`src/rtl/uart_rx_ctrl_gen.sv`:
```
// UART receive controller: oversampled bit timing, 3-sample majority vote, frame FSM,
// LSB-first deserialiser, parity/stop checking and break detection.
module uart_rx_ctrl_gen #(
  parameter int unsigned DATA_WIDTH   = 8,
  parameter int unsigned PRESCALE_MAX = 32,
  parameter int unsigned PRESC_WIDTH  = $clog2(PRESCALE_MAX) + 1
) (
  input  logic                   clk,
  input  logic                   rst,
  input  logic                   RX_IN,
  input  logic [PRESC_WIDTH-1:0] prescale,
  input  logic                   par_en,
  input  logic                   par_typ,
  input  logic                   two_stop,
  output logic [DATA_WIDTH-1:0]  P_DATA,
  output logic                   data_valid,
  output logic                   par_err,
  output logic                   stop_err,
  output logic                   break_det,
  output logic                   busy
);

  localparam int unsigned PW = PRESC_WIDTH;
  localparam int unsigned DW = DATA_WIDTH;
  localparam int unsigned BW = $clog2(DATA_WIDTH);

  typedef enum logic [2:0] {
    IDLE, START, DATA, PARITY, STOP1, STOP2, BRK_WAIT
  } state_e;

  state_e          state_q, state_d;
  logic [PW-1:0]   edge_q, edge_d;
  logic [BW-1:0]   bit_q, bit_d;
  logic [PW-1:0]   presc_q, presc_d;
  logic            par_en_q, par_en_d, par_typ_q, par_typ_d, two_stop_q, two_stop_d;
  logic            samp0_q, samp0_d, samp1_q, samp1_d;
  logic [DW-1:0]   shift_q, shift_d;
  logic            par_bit_q, par_bit_d, par_bad_q, par_bad_d;
  logic            stop_bad_q, stop_bad_d, brk_cand_q, brk_cand_d;
  logic [DW-1:0]   pdata_q, pdata_d;
  logic            dv_q, dv_d, pe_q, pe_d, se_q, se_d, brk_q, brk_d, busy_q, busy_d;

  logic [PW-1:0]   presc_even_c, presc_eff_c, half_c;
  logic            at_last_c, decide_c, dec_c, done_c, brk_c, stop_bad_c;

  // Bit 0 of prescale is dropped; ratios below 4 are clamped to 4
  assign presc_even_c = prescale & ~PW'(1);
  assign presc_eff_c  = (presc_even_c < PW'(4)) ? PW'(4) : presc_even_c;
  assign half_c       = presc_q >> 1;
  assign at_last_c    = (edge_q == presc_q - PW'(1));
  assign decide_c     = (edge_q == half_c + PW'(1));
  assign dec_c        = (samp0_q & samp1_q) | (samp0_q & RX_IN) | (samp1_q & RX_IN);

  always_comb begin
    state_d    = state_q;
    edge_d     = edge_q;
    bit_d      = bit_q;
    presc_d    = presc_q;
    par_en_d   = par_en_q;
    par_typ_d  = par_typ_q;
    two_stop_d = two_stop_q;
    samp0_d    = samp0_q;
    samp1_d    = samp1_q;
    shift_d    = shift_q;
    par_bit_d  = par_bit_q;
    par_bad_d  = par_bad_q;
    stop_bad_d = stop_bad_q;
    brk_cand_d = brk_cand_q;
    pdata_d    = pdata_q;
    dv_d       = 1'b0;
    pe_d       = 1'b0;
    se_d       = 1'b0;
    brk_d      = 1'b0;
    done_c     = 1'b0;
    brk_c      = 1'b0;
    stop_bad_c = stop_bad_q;

    if (state_q != IDLE && state_q != BRK_WAIT) begin
      edge_d = at_last_c ? '0 : edge_q + PW'(1);
      if (edge_q == half_c - PW'(1)) samp0_d = RX_IN;
      if (edge_q == half_c)          samp1_d = RX_IN;
    end

    case (state_q)
      IDLE: begin
        edge_d = '0;
        bit_d  = '0;
        if (!RX_IN) begin
          state_d    = START;
          presc_d    = presc_eff_c;
          par_en_d   = par_en;
          par_typ_d  = par_typ;
          two_stop_d = two_stop;
          par_bit_d  = 1'b0;
          par_bad_d  = 1'b0;
          stop_bad_d = 1'b0;
          brk_cand_d = 1'b0;
        end
      end
      START: begin
        if (decide_c && dec_c) begin
          state_d    = IDLE;
          edge_d     = '0;
          par_bad_d  = 1'b0;
          stop_bad_d = 1'b0;
          brk_cand_d = 1'b0;
        end else if (at_last_c) begin
          state_d = DATA;
        end
      end
      DATA: begin
        if (decide_c) shift_d = {dec_c, shift_q[DW-1:1]};
        if (at_last_c) begin
          if (bit_q == BW'(DW - 1)) begin
            bit_d   = '0;
            state_d = par_en_q ? PARITY : STOP1;
          end else begin
            bit_d = bit_q + BW'(1);
          end
        end
      end
      PARITY: begin
        if (decide_c) begin
          par_bit_d = dec_c;
          par_bad_d = dec_c != ((^shift_q) ^ par_typ_q);
        end
        if (at_last_c) state_d = STOP1;
      end
      STOP1: begin
        if (decide_c) begin
          stop_bad_c = !dec_c;
          stop_bad_d = !dec_c;
          brk_c      = (shift_q == '0) && !par_bit_q && !dec_c;
          brk_cand_d = brk_c;
          done_c     = !two_stop_q;
        end
        if (at_last_c && two_stop_q) state_d = STOP2;
      end
      STOP2: begin
        if (decide_c) begin
          stop_bad_c = stop_bad_q | !dec_c;
          brk_c      = brk_cand_q;
          done_c     = 1'b1;
        end
      end
      BRK_WAIT: begin
        edge_d = '0;
        if (RX_IN) state_d = IDLE;
      end
      default: state_d = IDLE;
    endcase

    // Frame ends mid stop bit so a following start edge is not missed
    if (done_c) begin
      edge_d = '0;
      bit_d  = '0;
      if (brk_c) begin
        brk_d   = 1'b1;
        state_d = BRK_WAIT;
      end else begin
        state_d = IDLE;
        se_d    = stop_bad_c;
        pe_d    = par_bad_q;
        if (!stop_bad_c && !par_bad_q) begin
          dv_d    = 1'b1;
          pdata_d = shift_q;
        end
      end
    end

    busy_d = (state_d != IDLE);
  end

  always_ff @(posedge clk) begin
    if (rst) begin
      state_q    <= IDLE;
      edge_q     <= '0;
      bit_q      <= '0;
      presc_q    <= PW'(4);
      par_en_q   <= 1'b0;
      par_typ_q  <= 1'b0;
      two_stop_q <= 1'b0;
      samp0_q    <= 1'b1;
      samp1_q    <= 1'b1;
      shift_q    <= '0;
      par_bit_q  <= 1'b0;
      par_bad_q  <= 1'b0;
      stop_bad_q <= 1'b0;
      brk_cand_q <= 1'b0;
      pdata_q    <= '0;
      dv_q       <= 1'b0;
      pe_q       <= 1'b0;
      se_q       <= 1'b0;
      brk_q      <= 1'b0;
      busy_q     <= 1'b0;
    end else begin
      state_q    <= state_d;
      edge_q     <= edge_d;
      bit_q      <= bit_d;
      presc_q    <= presc_d;
      par_en_q   <= par_en_d;
      par_typ_q  <= par_typ_d;
      two_stop_q <= two_stop_d;
      samp0_q    <= samp0_d;
      samp1_q    <= samp1_d;
      shift_q    <= shift_d;
      par_bit_q  <= par_bit_d;
      par_bad_q  <= par_bad_d;
      stop_bad_q <= stop_bad_d;
      brk_cand_q <= brk_cand_d;
      pdata_q    <= pdata_d;
      dv_q       <= dv_d;
      pe_q       <= pe_d;
      se_q       <= se_d;
      brk_q      <= brk_d;
      busy_q     <= busy_d;
    end
  end

  assign P_DATA     = pdata_q;
  assign data_valid = dv_q;
  assign par_err    = pe_q;
  assign stop_err   = se_q;
  assign break_det  = brk_q;
  assign busy       = busy_q;

endmodule

```
`config.mk`:
```
export PLATFORM = sky130hd
export DESIGN_NAME = uart_rx_ctrl_gen
export DESIGN_NICKNAME = d
export VERILOG_FILES = /design/src/rtl/uart_rx_ctrl_gen.sv
export SDC_FILE = /design/constraint.sdc
export NUM_CORES = 1
export LEC_CHECK = 0
export CAP_MARGIN = 20
export CORE_ASPECT_RATIO = 1.75
export CORE_MARGIN = 2
export CORE_UTILIZATION = 49
export DETAILED_ROUTE_END_ITERATION = 12
export PLACE_DENSITY = 0.7
export SYNTH_ARGS = -nofsm -noshare
export SYNTH_HDL_FRONTEND = slang
export SYNTH_SLANG_ARGS = --single-unit
```
`constraint.sdc`:
```
create_clock -name clk -period 3.5 [get_ports clk]
set_input_delay 0.525 -clock clk [delete_from_list [all_inputs] [get_ports clk]]
set_output_delay 0.525 -clock clk [all_outputs]
set_load 0.02 [all_outputs]
```
---- Word level (Yosys, flattened, before mapping) ----
Cells that the tools add are included.
cells by class
  multiplexer cells ....................... 40
  bitwise logic cells ..................... 10
  eq/ne operators ......................... 18
  reduce and logical (&&, ||, !) cells .... 34
  add/subtract/negate cells ............... 5
  order comparisons ....................... 1
operators with widths
  kind                                                                   count
  3-bit two-way mux                                                      13
  6-bit two-way mux                                                      4
  3-bit case mux with 7 select lines                                     1
  6-bit == test                                                          3
  1-bit two-way mux                                                      13
  3-bit == test (second input constant)                                  4
  6-bit case mux with 2 select lines                                     1
  3-bit nonzero test                                                     4
  2-bit inequality test (second input constant)                          5
  2-bit AND reduction                                                    5
  1-bit case mux with 3 select lines                                     3
  3-bit AND reduction                                                    3
  8-bit zero test                                                        1
  1-bit case mux with 2 select lines                                     4
  4-bit AND reduction                                                    2
  8-bit XOR reduction                                                    1
  5-bit by 1-bit adder with 6-bit output (second input constant)         1
  6-bit by 1-bit adder with 6-bit output (second input constant)         1
  3-bit by 2-bit == test with 1-bit output (second input constant)       2
  6-bit by 5-bit == test with 1-bit output                               1
  1-bit logical AND                                                      6
  6-bit by 3-bit < comparator with 1-bit output (second input constant)  1
  3-bit case mux with 2 select lines                                     1
  2-bit OR reduction                                                     3
  other kinds (14)                                                       25
word-level totals
  word-level logic and storage cells ...... 128
  input bits .............................. 12
  register bits ........................... 48

---- Logic depth before layout (Yosys ltp) ----
  word-level depth ........................ 10
  mapped depth ............................ 11
  gate-level depth less buffers ........... 9

---- Least setup slack after synthesis ----
No wires, ideal clock.
  kind .................................... flip-flop to flip-flop
  start point ............................. register presc_q[1]
  end point ............................... register busy_q (netlist: busy)
  stages on the path, launching flop included .. 12
  data arrival time ....................... 2418 ps
  setup time .............................. 119 ps
  period minus slack after synthesis ...... 2538 ps
  path slack .............................. 962 ps
  buffers on the path ..................... 2
  cells stage by stage .................... dfxtp_1 > buf_2 > inv_1 > ha_1 > clkbuf_1 > o21ba_2 > a221o_1 > a211oi_2 > a21oi_1 > a41o_1 > a211oi_1 > o21bai_1
between the ends
  word-level cells in the longest chain between the ends .. 7
  elaborated cells between the ends (all ways) .. 21
ends and longest elaborated chain
  element                                                                                                RTL line  RTL
  from (decl)                                                                                            34        logic [PW-1:0] presc_q, presc_d;
  from (signal assigned)                                                                                 200       presc_q <= presc_d;
  6-bit by 1-bit subtractor with 6-bit output or 5-bit by 1-bit adder with 6-bit output (tied branches)  50, 51
  6-bit == test (on tied branches)                                                                       50, 51
  3-bit two-way mux (tied with other cells)                                                              107       end else if (at_last_c) begin
  3-bit two-way mux (tied with other cells)                                                              101       if (decide_c && dec_c) begin
  3-bit case mux with 7 select lines or 3-bit two-way mux (tied branches)                                84, 157
  3-bit two-way mux (*)                                                                                  154       if (done_c) begin
  3-bit nonzero test (*)                                                                                 171       busy_d = (state_d != IDLE);
  to (signal assigned)                                                                                   216       busy_q <= busy_d;
  to (decl)                                                                                              41        logic dv_q, dv_d, pe_q, pe_d, se_q, se_d, brk_q, brk_d, busy_q, busy_d;
Mark *: on every way between the ends. The rest lies on a longest branch, timed or not.
A chain may end at the register's enable or synchronous reset.

---- Worst setup path in the final report ----
Same ends and word-level chain as after synthesis.

==> results.cfg <==
[cts]
post_cts_resize_count = 0
cts_num_sinks = 47
clock_tree.root_cell = sky130_fd_sc_hd__clkbuf_8
insertion_delay_ps = 300
cts.repair_timing.setup_buffer_count = 0
clock_tree_from_tritoncts = done
clk_pin_slew_worst_paths_ps = 80
postCtsHoldBufs = 0
cts-buffers-inserted = 5
cts_max_level = 2
cts_max_path_buffers = 2

[global_routing]
grt_pass1_vias = 2118
gr-total-overflow = 0
initial_antenna_violation_count = 0
grt_first_pass_wirelength_um = 9150
grtUsageTotal_pct = 19.8
grt_max_degree = 30

[worst_setup_path]
reg2reg_depth = 9
arrival_ps = 3120
critical_path.max_stage_delay_ps = 530
cp_slowest_cell = sky130_fd_sc_hd__a2111oi_4
timing.rr.end = busy
worst-endpoint-required_ps = 3690
critical_path_cell_list = ha_1 > and2b_2 > o31a_1 > a2111oi_4 > nand2_4 > o31ai_1 > buf_4 > nand2b_1 > o21bai_1
worst-setup-path-type = flip-flop to flip-flop
critical_path.startpoint_type = flip-flop
ff2ff_setup_slack_ps = 570
timing.critical_path.to_type = flip-flop
highest_net_fanout_along_the_worst_path = 9
crit-reg2reg-launch = presc_q[1]

[final_layout]
layout-drive-gt1-share_pct = 8.41
final_net_count = 353
finalInstanceArea_um2 = 3000
antenna-diode-count = 0
final_core_utilization_pct = 57.6
area_growth_syn_to_layout_pct = 13.8

[sta]
layout_worst_path_cycle_share_pct = 83.8
timing_worst_slew_pin_value_ps = 803
min_period_ps = 2930
finalSetupViolations = 0
rsz0062_at_grt = no
relSlewSlack_pct = 46.4
setup_clock_skew_after_layout_ps = 5.22
max_freq_mhz = 341
final_hold_violation_count = 0
timing.setup.tns_ps = 0
drv_slew = 0

[synthesis]
synth_area_um2 = 2640
synth.net_count = 334
syn_inst = 313
synth_enable_flop_cells = 0
sequential_fraction_of_the_synthesis_area_pct = 35.7
asyncSetResetFlopFracSynth_pct = 0
number_of_distinct_library_cells_after_synthesis = 61
postSynthRegisterBits = 47
synthFlopType = sky130_fd_sc_hd__dfxtp_1
syn_avg_cell_area_um2 = 8.43
ys_warn_count = 0

[detailed_routing]
drt_via_density = 5.67
initial_drc_count = 59
drtAntennaViolNets = 0
routed_wirelength_um = 5550
drc_errors = 0
routed-via-count = 2201
drt_first_pass_iters = 4
wire_per_inst_um = 14.3

[min_path]
hold_path_depth = 2
timing.hold.worst.class = flip-flop to flip-flop
hold_path.startpoint = bit_q[2]
worst_hold_path.endpoint = bit_q[2]

[run_status]
status = finished, final reports clean

[floorplan]
die_h_um = 101
design.die.area_um2 = 6010
die_w_um = 59.5
start_util_pct = 50.6
io_pins = 25
core_area_um2 = 5210
placementRows = 35

[run]
max_cap_viol_count = 0

[power_and_ir_drop]
powerDensity_nw_per_um2 = 350
ir_drop_v = 0.000326
total_leakage_power_uw = 0.00111

[placement]
gp_congestion = 0.853
place.detailed.hpwl_um = 4160
placement.io_buffers = 23
instance_area_after_placement_um2 = 2900
worst max-delay path: cells and delay by family (launching register included):
family | cells | cell delay [ps]
buf+inv | 1 | 230
simple gates | 3 | 500
compound gates | 4 | 1380
fa+ha+maj | 1 | 300
flops | 1 | 420
Yosys cell counts (2+ instances only):
| master | count | area, µm² |
|---|---|---|
| sky130_fd_sc_hd__dfxtp_1 | 47 | 941 |
| sky130_fd_sc_hd__nor2_1 | 40 | 150 |
| sky130_fd_sc_hd__nand2_1 | 30 | 113 |
| sky130_fd_sc_hd__mux2i_1 | 20 | 200 |
| sky130_fd_sc_hd__a21oi_1 | 17 | 85.1 |
| sky130_fd_sc_hd__inv_1 | 16 | 60.1 |
| sky130_fd_sc_hd__xnor2_1 | 16 | 140 |
| sky130_fd_sc_hd__clkbuf_1 | 11 | 41.3 |
| sky130_fd_sc_hd__nand3_1 | 11 | 55.1 |
| sky130_fd_sc_hd__ha_1 | 9 | 113 |
| sky130_fd_sc_hd__o21ai_0 | 8 | 40.0 |
| sky130_fd_sc_hd__xor2_1 | 8 | 70.1 |
| sky130_fd_sc_hd__nor3_1 | 6 | 30.0 |
| sky130_fd_sc_hd__nor4_1 | 6 | 37.5 |
| sky130_fd_sc_hd__nand2b_1 | 5 | 31.3 |
| sky130_fd_sc_hd__nand4_1 | 5 | 31.3 |
| sky130_fd_sc_hd__nor3b_1 | 4 | 30.0 |
| sky130_fd_sc_hd__buf_2 | 3 | 15.0 |
| sky130_fd_sc_hd__buf_4 | 3 | 22.5 |
| sky130_fd_sc_hd__a22oi_1 | 2 | 15.0 |
| sky130_fd_sc_hd__a31oi_1 | 2 | 12.5 |
| sky130_fd_sc_hd__and3_1 | 2 | 12.5 |
| sky130_fd_sc_hd__and3_2 | 2 | 15.0 |
| sky130_fd_sc_hd__o31ai_1 | 2 | 15.0 |
| sky130_fd_sc_hd__o41ai_1 | 2 | 17.5 |
worst max path at each step:
| stage | endpoint | start | slack (ps) |
|---|---|---|---|
| 2_1_floorplan | busy | presc_q[1] | 960 |
| 3_3_place_gp | busy | RX_IN | 530 |
| 3_5_place_dp | busy | RX_IN | 530 |
| 4_1_cts | busy | presc_q[1] | 570 |
| 5_1_grt | busy | presc_q[1] | 330 |
| 6_report | busy | presc_q[1] | 570 |
sequential cells by signal (all words and copies together), names as in the netlist, 3 cells and up:
name and count:
P_DATA 8, shift_q 8, edge_q 6, presc_q 5
bit_q 3, state_q 3
cell usage in the layout (no fill, tap or decap), drive strengths merged, types with 6 or more instances in the layout:
| cell | count |
|---|---|
| nand2 | 31 |
| dfxtp | 47 |
| inv | 16 |
| ha | 9 |
| clkdlybuf4s50 | 23 |
| clkbuf | 8 |
| nand3 | 11 |
| nor3 | 6 |
| buf | 8 |
| nor4 | 7 |
| xnor2 | 16 |
| nor2 | 40 |
| o21ai | 8 |
| xor2 | 8 |
| a21oi | 17 |
| mux2i | 20 |
per-layer routing:
metal	GRT usage [%]	routed length [µm]	up-vias
li1	-	-	1116
met5	0	0	-
met2	36.9	3010	43
met1	19.3	2170	1021
met3	3.08	132	21
met4	12.1	238	0
power breakdown:
part | leakage (µW) | switching [µW] | internal [µW]
combinational | 0.000676 | 68.4 | 62.2
clock | 0.0000515 | 173 | 180
sequential | 0.000381 | 21.7 | 544
per-stage QoR:
| step | setup WS (ps) | hold slack, ps | power (µW) | cells |
|---|---|---|---|---|
| 3_5_place_dp | 533 | 453 | 708 | 380 |
| 6_report | 565 | 461 | 1050 | 388 |
| 5_1_grt | 333 | 497 | 1100 | 388 |
| 3_3_place_gp | 528 | 440 | 706 | 380 |
| 4_1_cts | 567 | 465 | 1060 | 388 |
| 2_1_floorplan | 962 | 436 | 670 | 313 |
layout make-up:
type,count,area [µm²]
clock buffers,8,100
well taps,55,68.8
flip-flops and latches,47,941
inverters,16,60.1
repair buffers,31,290
multi-input cells,231,1540
fillers,481,2210
cells by family after synthesis:
logic type / share of synthesized area (%)
buffers and inverters: 5.88
xor gates and xnor gates: 7.97
AOI/OAI and AO/OA: 14.5
and+or+nand+nor: 23.4
adders and majority gates: 4.65
muxes: 8.01
DFF: 35.7
No activity file was read; power rests on OpenSTA's default activity.
